$ cat src/rtl/if_pkg.sv
// Shared types and constants for the instruction-fetch stage and its IF/ID consumer.
package if_pkg;

  localparam int unsigned ADDR_W = 11;
  localparam int unsigned DATA_W = 32;

  localparam logic [DATA_W-1:0] NOP_INSTR = 32'h0000_0013;
  localparam logic [ADDR_W-1:0] PC_STEP   = 11'd4;

  typedef enum logic [1:0] {
    FS_BOOT,
    FS_RUN,
    FS_HALT
  } fetch_state_t;

  typedef struct packed {
    logic              valid;
    logic [DATA_W-1:0] instr;
    logic [ADDR_W-1:0] pc;
  } ifid_t;

  localparam ifid_t IFID_BUBBLE = '{valid: 1'b0, instr: NOP_INSTR, pc: '0};

  function automatic logic is_word_aligned(input logic [ADDR_W-1:0] addr);
    return addr[1:0] == 2'b00;
  endfunction

endpackage

$ cat src/rtl/if_fetch_stage_ifid_reg.sv
// IF/ID pipeline register: load a fetched word, hold, or flush to a bubble.
module ifid_reg
  import if_pkg::*;
(
  input  logic              clk,
  input  logic              rst,
  input  logic              load_i,
  input  logic              flush_i,
  input  logic [DATA_W-1:0] instr_i,
  input  logic [ADDR_W-1:0] pc_i,
  output ifid_t             ifid_o
);

  ifid_t ifid_q, ifid_d;

  // Flush wins over load; the PC field is meaningless in a bubble and is left as is.
  always_comb begin
    ifid_d = ifid_q;
    if (flush_i) begin
      ifid_d.valid = 1'b0;
      ifid_d.instr = NOP_INSTR;
    end else if (load_i) begin
      ifid_d.valid = 1'b1;
      ifid_d.instr = instr_i;
      ifid_d.pc    = pc_i;
    end
  end

  always_ff @(posedge clk or posedge rst) begin
    if (rst) begin
      ifid_q <= IFID_BUBBLE;
    end else begin
      ifid_q <= ifid_d;
    end
  end

  assign ifid_o = ifid_q;

endmodule

$ cat src/rtl/if_fetch_stage.sv
// Instruction-fetch stage: PC register, boot/run/halt control and the IF/ID register.
module if_fetch_stage
  import if_pkg::*;
#(
  parameter logic [ADDR_W-1:0] RESET_PC = 11'h000
) (
  input  logic              clk,
  input  logic              rst,
  output logic [ADDR_W-1:0] imem_addr,
  input  logic [DATA_W-1:0] imem_rdata,
  input  logic              stall,
  input  logic              redirect,
  input  logic [ADDR_W-1:0] redirect_pc,
  input  logic              halt_req,
  output logic              ifid_valid,
  output logic [DATA_W-1:0] ifid_instr,
  output logic [ADDR_W-1:0] ifid_pc,
  output logic              fault,
  output logic              halted
);

  if (RESET_PC[1:0] != 2'b00) begin : g_bad_reset_pc
    $error("RESET_PC must be word-aligned");
  end

  fetch_state_t      state_q, state_d;
  logic [ADDR_W-1:0] pc_q, pc_d;
  logic              fault_q, fault_d;
  logic              ifid_load;
  logic              ifid_flush;
  ifid_t             ifid_q;

  always_comb begin
    state_d    = state_q;
    pc_d       = pc_q;
    fault_d    = fault_q;
    ifid_load  = 1'b0;
    ifid_flush = 1'b0;
    case (state_q)
      FS_BOOT: begin
        state_d = FS_RUN;
      end
      FS_RUN: begin
        if (halt_req) begin
          state_d    = FS_HALT;
          ifid_flush = 1'b1;
        end else if (redirect) begin
          ifid_flush = 1'b1;
          if (is_word_aligned(redirect_pc)) begin
            pc_d = redirect_pc;
          end else begin
            // Misaligned target: freeze rather than fetch from an illegal address.
            fault_d = 1'b1;
            state_d = FS_HALT;
          end
        end else if (!stall) begin
          ifid_load = 1'b1;
          pc_d      = pc_q + PC_STEP;
        end
      end
      FS_HALT: begin
        ifid_flush = 1'b1;
      end
      default: begin
        state_d    = FS_HALT;
        ifid_flush = 1'b1;
      end
    endcase
  end

  always_ff @(posedge clk or posedge rst) begin
    if (rst) begin
      state_q <= FS_BOOT;
      pc_q    <= RESET_PC;
      fault_q <= 1'b0;
    end else begin
      state_q <= state_d;
      pc_q    <= pc_d;
      fault_q <= fault_d;
    end
  end

  ifid_reg u_ifid_reg (
    .clk     (clk),
    .rst     (rst),
    .load_i  (ifid_load),
    .flush_i (ifid_flush),
    .instr_i (imem_rdata),
    .pc_i    (pc_q),
    .ifid_o  (ifid_q)
  );

  assign imem_addr  = pc_q;
  assign ifid_valid = ifid_q.valid;
  assign ifid_instr = ifid_q.instr;
  assign ifid_pc    = ifid_q.pc;
  assign fault      = fault_q;
  assign halted     = (state_q == FS_HALT);

endmodule

$ cat config.mk
export PLATFORM = sky130hd
export DESIGN_NAME = if_fetch_stage
export DESIGN_NICKNAME = d
export VERILOG_FILES = /design/src/rtl/if_pkg.sv /design/src/rtl/if_fetch_stage_ifid_reg.sv /design/src/rtl/if_fetch_stage.sv
export SDC_FILE = /design/constraint.sdc
export NUM_CORES = 1
export LEC_CHECK = 0
export CAP_MARGIN = 20
export CORE_ASPECT_RATIO = 0.9
export CORE_MARGIN = 5
export CORE_UTILIZATION = 44
export CTS_CLUSTER_SIZE = 12
export DETAILED_ROUTE_END_ITERATION = 7
export GPL_ROUTABILITY_DRIVEN = 0
export PLACE_DENSITY = 0.88
export SETUP_SLACK_MARGIN = 0.02
export SYNTH_ARGS = -nofsm -noshare
export SYNTH_HDL_FRONTEND = slang
export SYNTH_SLANG_ARGS = --single-unit
$ cat constraint.sdc
create_clock -name clk -period 5 [get_ports clk]
set_input_delay 1 -clock clk [delete_from_list [all_inputs] [get_ports clk]]
set_output_delay 1 -clock clk [all_outputs]
set_load 0.01 [all_outputs]
# --- After elaboration in Yosys (flattened, before gate mapping) ---
# Index checks and enable logic that the tools add are counted.
totals:
  input_bits: 48
  regBits: 58
  mem_bits_rw: 0
  n_memories: 0
  romBits: 0
  latchBits: 0
  output_inout_bits: 57
  word_cells: 40
classes:
  reduce_logical: 7
  mul: 0
  add_sub_neg: 1
  n_shift: 0
  bitwise_logic: 4
  magnitude_cmp: 0
  div: 0
  mux: 16
  eq_ne: 6
op_table:
  columns: ["operator", "n"]
  rows:
  - ["two-way mux 44 bit", 1]
  - ["two-way mux 11 bit", 3]
  - ["two-way mux 33 bit", 1]
  - ["adder 11 x 3 -> 11 bit (second input constant)", 1]
  - ["AND reduction 4 bit", 2]
  - ["two-way mux 1 bit", 6]
  - ["two-way mux 2 bit", 3]
  - ["inequality test 3 bit (second input constant)", 2]
  - ["one-hot mux 2 bit (3 select lines)", 1]
  - ["zero test 2 bit", 2]
  - ["inequality test 2 x 1 -> 1 bit (second input constant)", 2]
  - ["inverter 1 bit", 4]
  - ["AND reduction 3 bit", 1]
  - ["equality test 2 x 1 -> 1 bit (second input constant)", 1]
  - ["equality test 2 bit (second input constant)", 1]
  - ["one-hot mux 1 bit (2 select lines)", 1]
  - ["AND reduction 2 bit", 1]
  - ["nonzero test 2 bit", 1]

# --- Longest topological paths before layout ---
depth:
  word_depth: 6
  depth_mapped: 6

# --- By module ---
# From an unflattened synthesis, not the netlist that was laid out.
hier_totals:
  hier_cells: 223
  area_unflattened_um2: 2596.2
modules_own_cells:
  columns: ["module", "area_per_inst_um2", "n_inst", "cells_per_inst"]
  rows:
  - ["ifid_reg", 1800.5, 1, 132]
  - ["if_fetch_stage", 795.8, 1, 91]

# --- Worst setup path before layout ---
# No wires, ideal clock.
synth_timing:
  path_type: "input to register"
  startpoint: "input port halt_req"
  endpoint: "register u_ifid_reg.ifid_o[13] (netlist name)"
  required_time_ns: 4.879
  path_slack_ns: 2.655
  cell_stages: 6
  t_arrival_ns: 2.224
  setup_ns: 0.121
  path_cell_list: "or3b_1 > nor3_4 > nor3_1 > buf_6 > buf_2 > a22o_1"
synth_via:
  elab_chain_len: 3
  word_cells_on_any_way: 6
  cone_classes: "mux: 5; reduce/logical: 1"
synth_lines:
  columns: ["element", "line_no", "rtl"]
  rows:
  - ["start, declared", "if_fetch_stage.sv:14", "input logic halt_req,"]
  - ["two-way mux 1 bit", "if_fetch_stage.sv:44", "if (halt_req) begin"]
  - ["one-hot mux 1 bit (2 select lines) / two-way mux 1 bit (equally long branches)", "if_fetch_stage.sv:39", "case (state_q)"]
  - ["two-way mux 33 bit / nonzero test 2 bit (equally long branches)", null, null]
# Parallel ways exist; a longest one is shown, timed or not.
# A chain may end at the register's enable or synchronous reset.

# --- Worst setup path after layout ---
layout_timing:
  startpoint: "input port redirect"
  endpoint: "register u_ifid_reg.ifid_o[14] (netlist name)"
layout_via:
  elab_chain_len: 4
  word_cells_on_any_way: 8
  cone_classes: "mux: 7; reduce/logical: 1"
layout_lines:
  columns: ["element", "line_no", "rtl"]
  rows:
  - ["start, declared", "if_fetch_stage.sv:12", "input logic redirect,"]
  - ["two-way mux 1 bit", "if_fetch_stage.sv:47", "end else if (redirect) begin"]
  - ["two-way mux 1 bit", "if_fetch_stage.sv:44", null]
  - ["one-hot mux 1 bit (2 select lines) / two-way mux 1 bit (equally long branches)", "if_fetch_stage.sv:39", null]
  - ["two-way mux 33 bit / nonzero test 2 bit (equally long branches)", null, null]
# Parallel ways exist; a longest one is shown, timed or not.

==> results.md <==
Clocking:
- The total of cells resized after clock tree synthesis is 0.
- The tree built by TritonCTS fans out to 58 sinks.
- Post-CTS timing repair inserted 0 buffers for setup.
- The CTS tree is done.
- Buffers inserted to repair hold after CTS numbered 0.
- The buffer cell driving the clock tree root is clkbuf_8.
- The clock insertion delay at the later pin of the skew report is 0.33 ns.
- Clock-pin slew was measured on the worst setup and hold paths at 0.06 ns.
- The CTS buffer count is 9.
- The H-tree was split into 3 levels.
- In this run the deepest clock path goes through 2 buffers.

Detailed routing:
- The first routing iteration left 57 violations.
- After detailed routing, the average wire length per cell comes to 16.0 um.
- After detailed routing, the met2 layer carries between 2000 and 3000 um of wire.
- In the final routing, the length of wire on met1 measures between 2000 and 2500 um.
- The uppermost metal layer occupied by signal nets is met4.
- The number of detailed-route iterations in the first pass is 4.
- In the detailed route, the total length drawn on met3 is between 700 and 800 um.
- Summed over all layers, the routed wires come to a little over 6000 um.
- In the routed design, unresolved DRC markers number 0.
- After detailed routing, the number of vias per cell comes to about 5.2.
- The number of antenna-violating nets in the routed design is 0.
- The via total after detailed routing is approximately 2.0k.

Final layout:
- In the final layout, the share of cells above drive strength 1 is 0.0872.
- The area overhead of the layout relative to synthesis is 55.9%.
- 0 antenna diodes ended up in the layout.
- In the final design database the tool counted around 370 nets.
- For this run, the share of the core covered by cells in the final layout is 0.701.

Timing:
- The highest clock frequency the design can meet is between 300 and 400 MHz.
- The worst hold margin is ~0.47 ns.
- The hold violation total from the final report is 0.
- The headroom to the max-slew limit is 0.404.
- The clock period could shrink to roughly 3.0 ns.
- The max-slew violation count is 0.
- The setup violation total in the final timing report is 0.
- For the final routed database, the setup TNS stands at 0 ns.
- For the pin with the worst max-slew slack, the measured transition is between 0.8 and 0.9 ns.
- Across the routed clock network, the largest skew measured is roughly 0.0056 ns.
- Setup repair after global routing left no endpoint under its margin.
- The share of the clock period used by the worst path is 0.602.

Setup path:
- Traced cell by cell, the critical path runs through clkdlybuf4s50_1, nor3_4, nor3_2, buf_4, a22o_1.
- The required arrival time at the worst endpoint is ~5.2 ns.
- The kind of start point of the critical path is a primary input.
- The critical path data arrival time is roughly 3.2 ns.
- The type of element capturing the critical path is a register.
- The reg-to-reg setup timing slack is roughly 2.7 ns.
- The worst setup path is of the in2reg kind.
- Of all nets on the critical path, the largest fanout is 29.
- The slowest stage of the critical path is the nor3_4 cell.
- For this run, the slowest stage of the critical path takes ~0.90 ns.

Job:
- Max-cap violations in this run came to 0.

Floorplanning:
- The core area is 5190 sq um.
- Row generation in the floorplan step produced 25 rows.
- The number of top-level pins is 105.
- The initial utilization of the core area, before any placement, comes to 0.450.
- The width of the chip is approximately 87 um.
- The die covers 6870 sq um.
- Measured along the y axis, the die boundary spans slightly below 80 um.

Pwr:
- Of the total power, registers draw 0.448.
- The reported leakage power is around 1.6 nW.
- Of the total power, the share spent switching nets is 0.279.
- The net switching component of the power is roughly 350 uW.
- Of the total power, combinational logic draws 0.212.
- The internal portion of the total power is 912 uW.
- The relative contribution of the clock network to total power is 0.341.
- The total power divided by cell area is about 350 nW/um^2.
- Across the VDD grid, the largest voltage drop is 201 uV.

Global route:
- The overflow left after global routing is 0.
- The number of global-route vias before repair is ~2.1k.
- Across every metal layer, demand over resource in global routing totals 0.195.
- The wire length of the first global-routing pass is about 10000 um.
- The initial antenna violation count is 0.
- The maximum number of pins on one net before global-route repair is 59.

Synth:
- The most instantiated flip-flop cell in the synthesis netlist is dfrtp_1.
- The number of library cell types mapped by synthesis is 33.
- The cell count after synthesis came out at roughly 210.
- Counting flops and latches in the post-synthesis netlist gives just under 60.
- The number of enable-type register cells in the synthesized netlist is 0.
- Dividing the synthesized area by the synthesized cell count gives around 11 sq um.
- The share of the Yosys chip area taken by registers is 0.623.
- The net count of the mapped netlist is 258.
- The synthesis warning total is 0.
- The synthesized netlist occupies a cell area of approximately 2300 sq um.
- Of all flip-flops after synthesis, the portion carrying an async set or reset was 1.00.

Status:
- The run finished with clean final reports.

Place:
- The count of input and output buffers is 104.
- Once detailed placement completed, the half-perimeter wirelength came to 4430 um.

Min path:
- The worst min-delay path category is reg2reg.
## power by group through the flow
stage | Sequential (mW) | Combinational (mW) | Clock, mW
after floorplan | 0.579 | 0.107 | 0
after global placement | 0.572 | 0.263 | 0
after detailed placement | 0.573 | 0.271 | 0
after CTS | 0.566 | 0.272 | 0.441
after global routing | 0.577 | 0.292 | 0.465
final | 0.566 | 0.268 | 0.431
## cell usage in the layout (no fill, tap or decap), types with 2 or more instances in the layout
master and instances:
nand2_1 39, and3_1 2, clkdlybuf4s50_1 104, clkbuf_8 11, o22a_1 2, clkinv_2 3, inv_1 5, and2_1 2
nor2_1 10, buf_4 4, a22o_1 29, dfrtp_1 55, a31oi_1 2, nand4_1 4, a21oi_1 7, nor4_1 3
dfstp_2 3, o21a_1 2, o311ai_0 2, nor3b_1 2, o21ai_0 9, nand3_1 7
## worst paths after layout
path	startpoint	endpoint	cells past startpoint
max	redirect	u_ifid_reg.ifid_o[14]	5
min	u_ifid_reg.ifid_o[1]	u_ifid_reg.ifid_o[1]	2
max reg2reg	state_q[1]	u_ifid_reg.ifid_o[14]	5
min reg2reg	u_ifid_reg.ifid_o[1]	u_ifid_reg.ifid_o[1]	2
max in group asynchronous	rst	u_ifid_reg.ifid_o[13]	3
min in group asynchronous	rst	u_ifid_reg.ifid_o[37]	3
## layout make-up
type                            instances  area [sq um]
Inverter                                6          22.5
Timing Repair Buffer                  108          1070
Multi-Input combinational cell        133           805
Fill cell                             385          1550
Sequential cell                        58          1460
Clock inverter                          5          52.6
Tap cell                               67          83.8
Clock buffer                           11           151
## critical path: cells and delay by family
| kind | cells | cell delay, ns |
|---|---|---|
| buf+inv | 2 | 1.03 |
| compound gates | 1 | 0.21 |
| simple gates | 2 | 0.98 |
## kinds of logic after synthesis
family / count (synthesis) / share of synthesized area
adder cells (fa/ha/maj): 1 / 0.00536
multiplexers: 2 / 0.00911
AND/OR/NAND/NOR: 74 / 0.148
AO/OA/AOI/OAI: 56 / 0.180
buffers and inverters: 18 / 0.0348
flip-flops: 58 / 0.623
## per-stage QoR
step           cells  total power [mW]  area [sq um]  setup slack (ns)
2_1_floorplan    209             0.687          2340              2.58
3_3_place_gp     372             0.835          3440              1.70
3_5_place_dp     372             0.844          3440              1.62
4_1_cts          388              1.28          3640              1.98
5_1_grt          388              1.33          3640              1.80
6_report         388              1.27          3640              1.99
## state kept, by name, indices dropped and copies added (netlist names)
register,flops
u_ifid_reg.ifid_o,44
state_q,2
fault,1
imem_addr,11
## cells in the mapped netlist, types with 2 or more instances
master / count / area (sq um)
a21oi_1: 7 / 35.0
dfrtp_1: 55 / 1380
a31oi_1: 2 / 12.5
buf_2: 5 / 25.0
o21ai_0: 9 / 45.0
o311ai_0: 2 / 17.5
nor4_1: 3 / 18.8
and3_1: 2 / 12.5
and2_1: 2 / 12.5
a22o_1: 29 / 254
o22a_1: 2 / 17.5
nand2_1: 39 / 146
o21a_1: 2 / 15.0
inv_1: 6 / 22.5
dfstp_2: 3 / 78.8
nor3b_1: 2 / 15.0
nand3_1: 7 / 35.0
clkbuf_1: 4 / 15.0
nor2_1: 10 / 37.5
buf_1: 2 / 7.51
nand4_1: 4 / 25.0
## routing by layer
layer  vias up  track usage
met1       939        0.241
met4         0       0.0841
li1        961            -
met3        10       0.0923
met5         -            0
met2       114        0.290
(Power assumes the default switching activity.)
